### src/rtl/llc_mem_bridge.sv
`default_nettype none
// +----------------------------------------------------------------------------+
// | llc_mem_bridge                                                             |
// | LLC line requests <-> word-beat memory bus bridge (write-back and fill).   |
// | Optional: LLC_MEM_BRIDGE_STATS_EN adds read/write completion counters.     |
// | Revision: 1.0                                                              |
// +----------------------------------------------------------------------------+
module llc_mem_bridge #(
  parameter int WORDS_PER_LINE = 4,
  parameter int WORD_BITS      = 64,
  parameter int ADDR_BITS      = 32,
  parameter int LINE_ADDR_BITS = 26
) (
  input  logic                                clk,
  input  logic                                rst,
  input  logic                                llc_mem_req_valid,
  output logic                                llc_mem_req_ready,
  input  logic                                llc_mem_req_hwrite,
  input  logic [LINE_ADDR_BITS-1:0]           llc_mem_req_addr,
  input  logic [WORDS_PER_LINE*WORD_BITS-1:0] llc_mem_req_line,
  output logic                                llc_mem_rsp_valid,
  input  logic                                llc_mem_rsp_ready,
  output logic [WORDS_PER_LINE*WORD_BITS-1:0] llc_mem_rsp_line,
  output logic                                mem_valid,
  input  logic                                mem_ready,
  output logic                                mem_write,
  output logic [ADDR_BITS-1:0]                mem_addr,
  output logic [WORD_BITS-1:0]                mem_wdata,
  input  logic                                mem_rdata_valid,
  input  logic [WORD_BITS-1:0]                mem_rdata
`ifdef LLC_MEM_BRIDGE_STATS_EN
  ,
  output logic [31:0]                         stat_rd_cnt,
  output logic [31:0]                         stat_wr_cnt
`endif
);

  localparam int c_IDX_BITS   = $clog2(WORDS_PER_LINE);
  localparam int c_CNT_BITS   = c_IDX_BITS + 1;
  localparam int c_OFF_BITS   = ADDR_BITS - LINE_ADDR_BITS;
  localparam int c_WORD_BYTES = WORD_BITS / 8;
  localparam logic [c_CNT_BITS-1:0] c_LAST = c_CNT_BITS'(WORDS_PER_LINE - 1);

  localparam logic [1:0] c_ST_IDLE  = 2'd0;
  localparam logic [1:0] c_ST_WRITE = 2'd1;
  localparam logic [1:0] c_ST_READ  = 2'd2;
  localparam logic [1:0] c_ST_RESP  = 2'd3;

  logic [1:0]                                 r_state;
  logic [c_CNT_BITS-1:0]                      r_cmd_cnt;
  logic [c_CNT_BITS-1:0]                      r_data_cnt;
  logic [LINE_ADDR_BITS-1:0]                  r_addr;
  logic [WORDS_PER_LINE-1:0][WORD_BITS-1:0]   r_line;
  logic [WORDS_PER_LINE-1:0][WORD_BITS-1:0]   r_fill;

  logic [c_IDX_BITS-1:0] w_cmd_idx;
  logic [c_IDX_BITS-1:0] w_data_idx;
  logic                  w_cmd_pending;
  logic [ADDR_BITS-1:0]  w_base;
  logic [ADDR_BITS-1:0]  w_offset;
  logic                  w_cmd_fire;
  logic                  w_rd_fire;
  logic                  w_wr_done;
  logic                  w_rsp_done;

  assign w_cmd_idx  = r_cmd_cnt[c_IDX_BITS-1:0];
  assign w_data_idx = r_data_cnt[c_IDX_BITS-1:0];

  // Counter MSB set means all WORDS_PER_LINE address beats have been issued.
  assign w_cmd_pending = (r_state == c_ST_WRITE) ||
                         ((r_state == c_ST_READ) && !r_cmd_cnt[c_CNT_BITS-1]);

  assign w_base   = {r_addr, {c_OFF_BITS{1'b0}}};
  assign w_offset = ADDR_BITS'(r_cmd_cnt) * ADDR_BITS'(c_WORD_BYTES);

  assign w_cmd_fire = w_cmd_pending && mem_ready;
  assign w_rd_fire  = (r_state == c_ST_READ) && mem_rdata_valid && !r_data_cnt[c_CNT_BITS-1];
  assign w_wr_done  = (r_state == c_ST_WRITE) && mem_ready && (r_cmd_cnt == c_LAST);
  assign w_rsp_done = (r_state == c_ST_RESP) && llc_mem_rsp_ready;

  assign llc_mem_req_ready = (r_state == c_ST_IDLE);
  assign llc_mem_rsp_valid = (r_state == c_ST_RESP);
  assign llc_mem_rsp_line  = r_fill;
  assign mem_valid         = w_cmd_pending;
  assign mem_write         = (r_state == c_ST_WRITE);
  assign mem_addr          = w_cmd_pending ? (w_base + w_offset) : '0;
  assign mem_wdata         = (r_state == c_ST_WRITE) ? r_line[w_cmd_idx] : '0;

  always_ff @(posedge clk or negedge rst) begin
    if (!rst) begin
      r_state    <= c_ST_IDLE;
      r_cmd_cnt  <= '0;
      r_data_cnt <= '0;
      r_addr     <= '0;
      r_line     <= '0;
      r_fill     <= '0;
    end else begin
      case (r_state)
        c_ST_IDLE: begin
          if (llc_mem_req_valid) begin
            r_addr     <= llc_mem_req_addr;
            r_line     <= llc_mem_req_line;
            r_cmd_cnt  <= '0;
            r_data_cnt <= '0;
            r_state    <= llc_mem_req_hwrite ? c_ST_WRITE : c_ST_READ;
          end
        end
        c_ST_WRITE: begin
          if (w_cmd_fire) begin
            r_cmd_cnt <= r_cmd_cnt + c_CNT_BITS'(1);
            if (w_wr_done) begin
              r_state <= c_ST_IDLE;
            end
          end
        end
        c_ST_READ: begin
          // Address beats may run ahead of returning data; both sides advance independently.
          if (w_cmd_fire) begin
            r_cmd_cnt <= r_cmd_cnt + c_CNT_BITS'(1);
          end
          if (w_rd_fire) begin
            r_fill[w_data_idx] <= mem_rdata;
            r_data_cnt         <= r_data_cnt + c_CNT_BITS'(1);
            if (r_data_cnt == c_LAST) begin
              r_state <= c_ST_RESP;
            end
          end
        end
        c_ST_RESP: begin
          if (llc_mem_rsp_ready) begin
            r_state <= c_ST_IDLE;
          end
        end
        default: r_state <= c_ST_IDLE;
      endcase
    end
  end

`ifdef LLC_MEM_BRIDGE_STATS_EN
  logic [31:0] r_stat_rd_cnt;
  logic [31:0] r_stat_wr_cnt;

  always_ff @(posedge clk or negedge rst) begin
    if (!rst) begin
      r_stat_rd_cnt <= '0;
      r_stat_wr_cnt <= '0;
    end else begin
      if (w_rsp_done) begin
        r_stat_rd_cnt <= r_stat_rd_cnt + 32'd1;
      end
      if (w_wr_done) begin
        r_stat_wr_cnt <= r_stat_wr_cnt + 32'd1;
      end
    end
  end

  assign stat_rd_cnt = r_stat_rd_cnt;
  assign stat_wr_cnt = r_stat_wr_cnt;
`endif

  // Returned read words are only meaningful while a fill is being gathered.
  a_no_stray_rdata: assert property (
    @(posedge clk) disable iff (!rst) mem_rdata_valid |-> (r_state == c_ST_READ)
  );

endmodule
`default_nettype wire
### config.mk
export PLATFORM = sky130hd
export DESIGN_NAME = llc_mem_bridge
export DESIGN_NICKNAME = d
export VERILOG_FILES = /design/src/rtl/llc_mem_bridge.sv
export SDC_FILE = /design/constraint.sdc
export NUM_CORES = 1
export LEC_CHECK = 0
export CELL_PAD_IN_SITES_DETAIL_PLACEMENT = 0
export CELL_PAD_IN_SITES_GLOBAL_PLACEMENT = 1
export CORE_AREA = 5 5 271 273
export CTS_BUF_LIST = sky130_fd_sc_hd__clkbuf_8
export CTS_CLUSTER_DIAMETER = 120
export CTS_CLUSTER_SIZE = 14
export DETAILED_ROUTE_END_ITERATION = 12
export DIE_AREA = 0 0 276 278
export HOLD_SLACK_MARGIN = 0.02
export PLACE_DENSITY = 0.69
export SETUP_SLACK_MARGIN = 0.02
export SLEW_MARGIN = 20
export SYNTH_ARGS = -nofsm -noshare
export SYNTH_HDL_FRONTEND = slang
export SYNTH_SLANG_ARGS = --single-unit
### constraint.sdc
create_clock -name clk -period 2.1 [get_ports clk]
set_input_delay 0.315 -clock clk [delete_from_list [all_inputs] [get_ports clk]]
set_output_delay 0.315 -clock clk [all_outputs]
set_load 0.01 [all_outputs]
==> results.py <==
metrics = {
    "finish": {
        "fin_util_pct": 47.89,
        "fin_area_mm2": 0.03394,
        "drive_gt1_share_pct": 44.34,
        "synthToLayoutAreaGrowth_pct": 44.92,
        "fin_nets": 2549,
    },
    "logic_synthesis": {
        "synth_xor_xnor_area_share_pct": 0,
        "yosys-top-cells-area": "dfrtp_1, mux2_2, mux2_4",
        "synth_fa_ha_area_share_pct": 0.6946,
        "synthMuxAreaShare_pct": 34.84,
        "syn_area_mm2": 0.02342,
        "synth_compound_area_share_pct": 0.3152,
        "syn_area_per_cell_um2": 16.88,
        "synth_simple_gate_area_share_pct": 3.094,
        "synth_top_area_cell": "dfrtp_1",
        "synth_top_area_share_pct": 58.35,
        "synth_top_family_by_area": "multiplexers",
        "synth_cells": 1387,
        "postSynthRegisterBits": 546,
        "ys_seq_area_share_pct": 58.35,
        "ys_warn_count": 0,
        "synth_cell_types": 35,
    },
    "power_and_ir_drop": {
        "seq_power_share_pct": 38.3,
        "power.leakage_nw": 15.09,
        "ir_worst_vdd_v": 0.0007848,
        "p_comb_share_pct": 51.0,
        "internal-power_w": 0.03401,
        "swShare_pct": 31.66,
        "p_clk_share_pct": 10.7,
        "p_per_area_mw_per_mm2": 1466,
        "p_switching_w": 0.01576,
    },
    "critical_path": {
        "startpoint_type": "flip-flop",
        "cp.required_ps": 1780,
        "cp_max_fo": 5,
        "setup.worst_path.class": "flip-flop to output port",
        "rrSetupSlack_ps": 40,
        "worst_setup_path_end_kind": "output port",
        "reg2reg_depth": 9,
        "r2r_start": "r_cmd_cnt[0]$_DFFE_PN0P_",
        "timing.rr.end": "r_cmd_cnt[2]$_DFFE_PN0P_",
        "cp.arrival_ps": 2390,
    },
    "die": {
        "fp.dieW_um": 276,
        "ios": 709,
        "die_h_um": 278,
        "fp-row-count": 98,
        "core_mm2": 0.07087,
        "start_util_pct": 33.04,
        "dieArea_mm2": 0.07673,
    },
    "sta": {
        "skew_ps": 13.06,
        "fmax_mhz": 370.1,
        "finalCritPeriodShare_pct": 128.7,
        "rsz0062_at_grt": "true",
        "max-slew-margin-rel_pct": 66.43,
        "hold_viol": 0,
        "setup_slack_ps": -601.9,
        "worstMarginPinSlew_ps": 489.5,
        "post-route-min-period_ps": 2702,
        "setup_viol": 94,
        "maxSlewViolCount": 0,
        "setup_tns_ps": -41860,
    },
    "clock_tree": {
        "cts_sinks": 546,
        "htree_num_levels": 2,
        "clk_pin_slew_ps": 110,
        "numCtsBuffers": 44,
        "clockBufferDepth": 3,
        "insertion_delay_ps": 620,
        "cts_tree": "done",
        "cts_root_buf": "clkbuf_8",
    },
    "global_routing": {
        "grt_first_pass_wirelength_um": 111400,
        "grt_max_degree": 53,
        "grt_use_total_pct": 18.96,
        "grt_pass1_vias": 16610,
        "grt_antenna_before_repair": 32,
        "grt_overflow_total": 0,
    },
    "place": {
        "gp_congestion": 0.8546,
        "place_area_mm2": 0.03224,
        "dp_hpwl_um": 56110,
        "numPortBuffers": 705,
        "preCtsSetupSlack_ps": -221.9,
    },
    "drt": {
        "drtIter0Drc": 447,
        "vias": 14820,
        "first_pass_iters": 5,
        "wl_per_cell_um": 23.92,
        "drc": 0,
        "avgViaCountPerCell": 4.706,
        "drt_wl_total_um": 75310,
        "ant_nets": 0,
    },
    "run_status": {
        "status": "complete, but fails checks",
        "violations": "negative setup slack",
    },
    "job": {
        "cap_violations": 0,
    },
    "hold_path": {
        "hold_class": "input pin to asynchronous set/reset pin",
    },
}
## registers in the layout, summed over array words and instances (netlist names)
signal,count
r_cmd_cnt,3
r_line,256
r_state,2
r_addr,26
llc_mem_rsp_line,256
r_data_cnt,3
## per-stage QoR
step	hold slack, ps	power, W	cells
after floorplan	19.41	0.03065	1389
after global placement	327.5	0.04209	3044
after detailed placement	329.7	0.04255	3044
after CTS	176.5	0.05007	3129
after global routing	209.2	0.05254	3142
final	242.7	0.04976	3149
## cells in the mapped netlist
library cell and instances:
nand3_1 3, inv_1 9, a21o_1 1, buf_12 3, nand4_2 1, mux2i_1 4
or4b_2 1, and2_1 65, nand2b_1 1, and3_1 1, nor2b_1 30, clkbuf_1 12
or3b_2 1, buf_2 39, dfrtp_1 546, o2bb2ai_1 1, a22o_1 1, buf_1 3
o21ai_0 2, mux4_2 62, o21ai_1 1, conb_1 1, ha_1 13, nand2_1 7
nor2_1 3, mux4_1 2, a21oi_1 1, a32o_1 1, buf_6 20, o311ai_0 1
mux2_2 379, nand2_4 3, mux2_4 160, buf_4 8, a222oi_1 1
## worst max path at each step
stage	startpoint	endpoint	slack, ps	depth (start not counted)
floorplan	r_state[0]$_DFFE_PN0P_	llc_mem_rsp_line[100]$_DFFE_PN0P_	280	8
global placement	r_cmd_cnt[0]$_DFFE_PN0P_	mem_wdata[48]	-210	5
detailed placement	r_cmd_cnt[0]$_DFFE_PN0P_	mem_wdata[52]	-220	5
CTS	r_cmd_cnt[0]$_DFFE_PN0P_	mem_wdata[4]	-710	7
global route	r_cmd_cnt[0]$_DFFE_PN0P_	mem_wdata[36]	-710	7
finish	r_cmd_cnt[0]$_DFFE_PN0P_	mem_wdata[38]	-600	7
## repair_timing
action | 4_1_cts | 5_1_grt
pin swaps | 37 | 5
buffers inserted | 32 | 15
hold buffers | 1 | 0
hold endpoints to repair | 137 | 0
resized for setup | 573 | 69
gates cloned | 10 | 1
setup endpoints to repair | 311 | 134
## power groups by stage
stage          Combinational [W]  Clock (W)  Sequential, W
2_1_floorplan             0.0114          0         0.0193
3_5_place_dp              0.0233          0         0.0192
5_1_grt                   0.0269    0.00603         0.0196
6_report                  0.0254    0.00535         0.0190
4_1_cts                   0.0253    0.00571         0.0190
3_3_place_gp              0.0230          0         0.0191
## cell usage in the layout, fill, tap and decap left out, drive strengths merged, types with 3 or more instances in the layout
master / synthesis / layout
diode: 0 / 16
inv: 9 / 10
nor2: 3 / 3
nand2: 10 / 10
and2: 65 / 65
mux4: 64 / 64
nand3: 3 / 3
clkdlybuf4s50: 0 / 607
conb: 1 / 3
ha: 13 / 13
buf: 73 / 224
o21ai: 3 / 3
mux2i: 4 / 4
clkbuf: 12 / 46
nor2b: 30 / 30
dfrtp: 546 / 546
mux2: 539 / 539
## routing by layer
layer  part of all wire, %  vias to the layer above  GRT usage [%]  wire, um
met5                  0.25                        -              0       185
met4                   2.2                       30          4.700      1680
met3                   9.3                      118          8.137      7005
met2                    50                      522          32.93     37730
met1                    38                     7616          21.75     28710
li1                      -                     6533              -         -
## critical path: stages, from the launching register on
cell and delay, ps:
dfrtp_4 520, buf_12 140, buf_12 130, buf_12 140
buf_12 130, mux4_2 420, and2_1 150, buf_2 140
## kinds of logic (layout without fill, tap and decap cells)
| group | after synthesis | in the layout |
|---|---|---|
| adder cells (fa/ha/maj) | 13 | 13 |
| flip-flops | 546 | 546 |
| multiplexers | 607 | 607 |
| other | 1 | 19 |
| AND/OR/NAND/NOR | 116 | 116 |
| buffers and inverters | 94 | 888 |
| AO/OA/AOI/OAI | 10 | 10 |
## cell type report
cell class / instances / area (um2)
Antenna cell: 16 / 40.04
Clock buffer: 45 / 619.3
Clock inverter: 1 / 3.754
Fill cell: 6211 / 36940
Inverter: 9 / 36.28
Multi-Input combinational cell: 749 / 9503
Sequential cell: 546 / 13670
Tap cell: 950 / 1189
Timing Repair Buffer: 833 / 8875
Note: power is estimated with default switching activity, not from simulation.
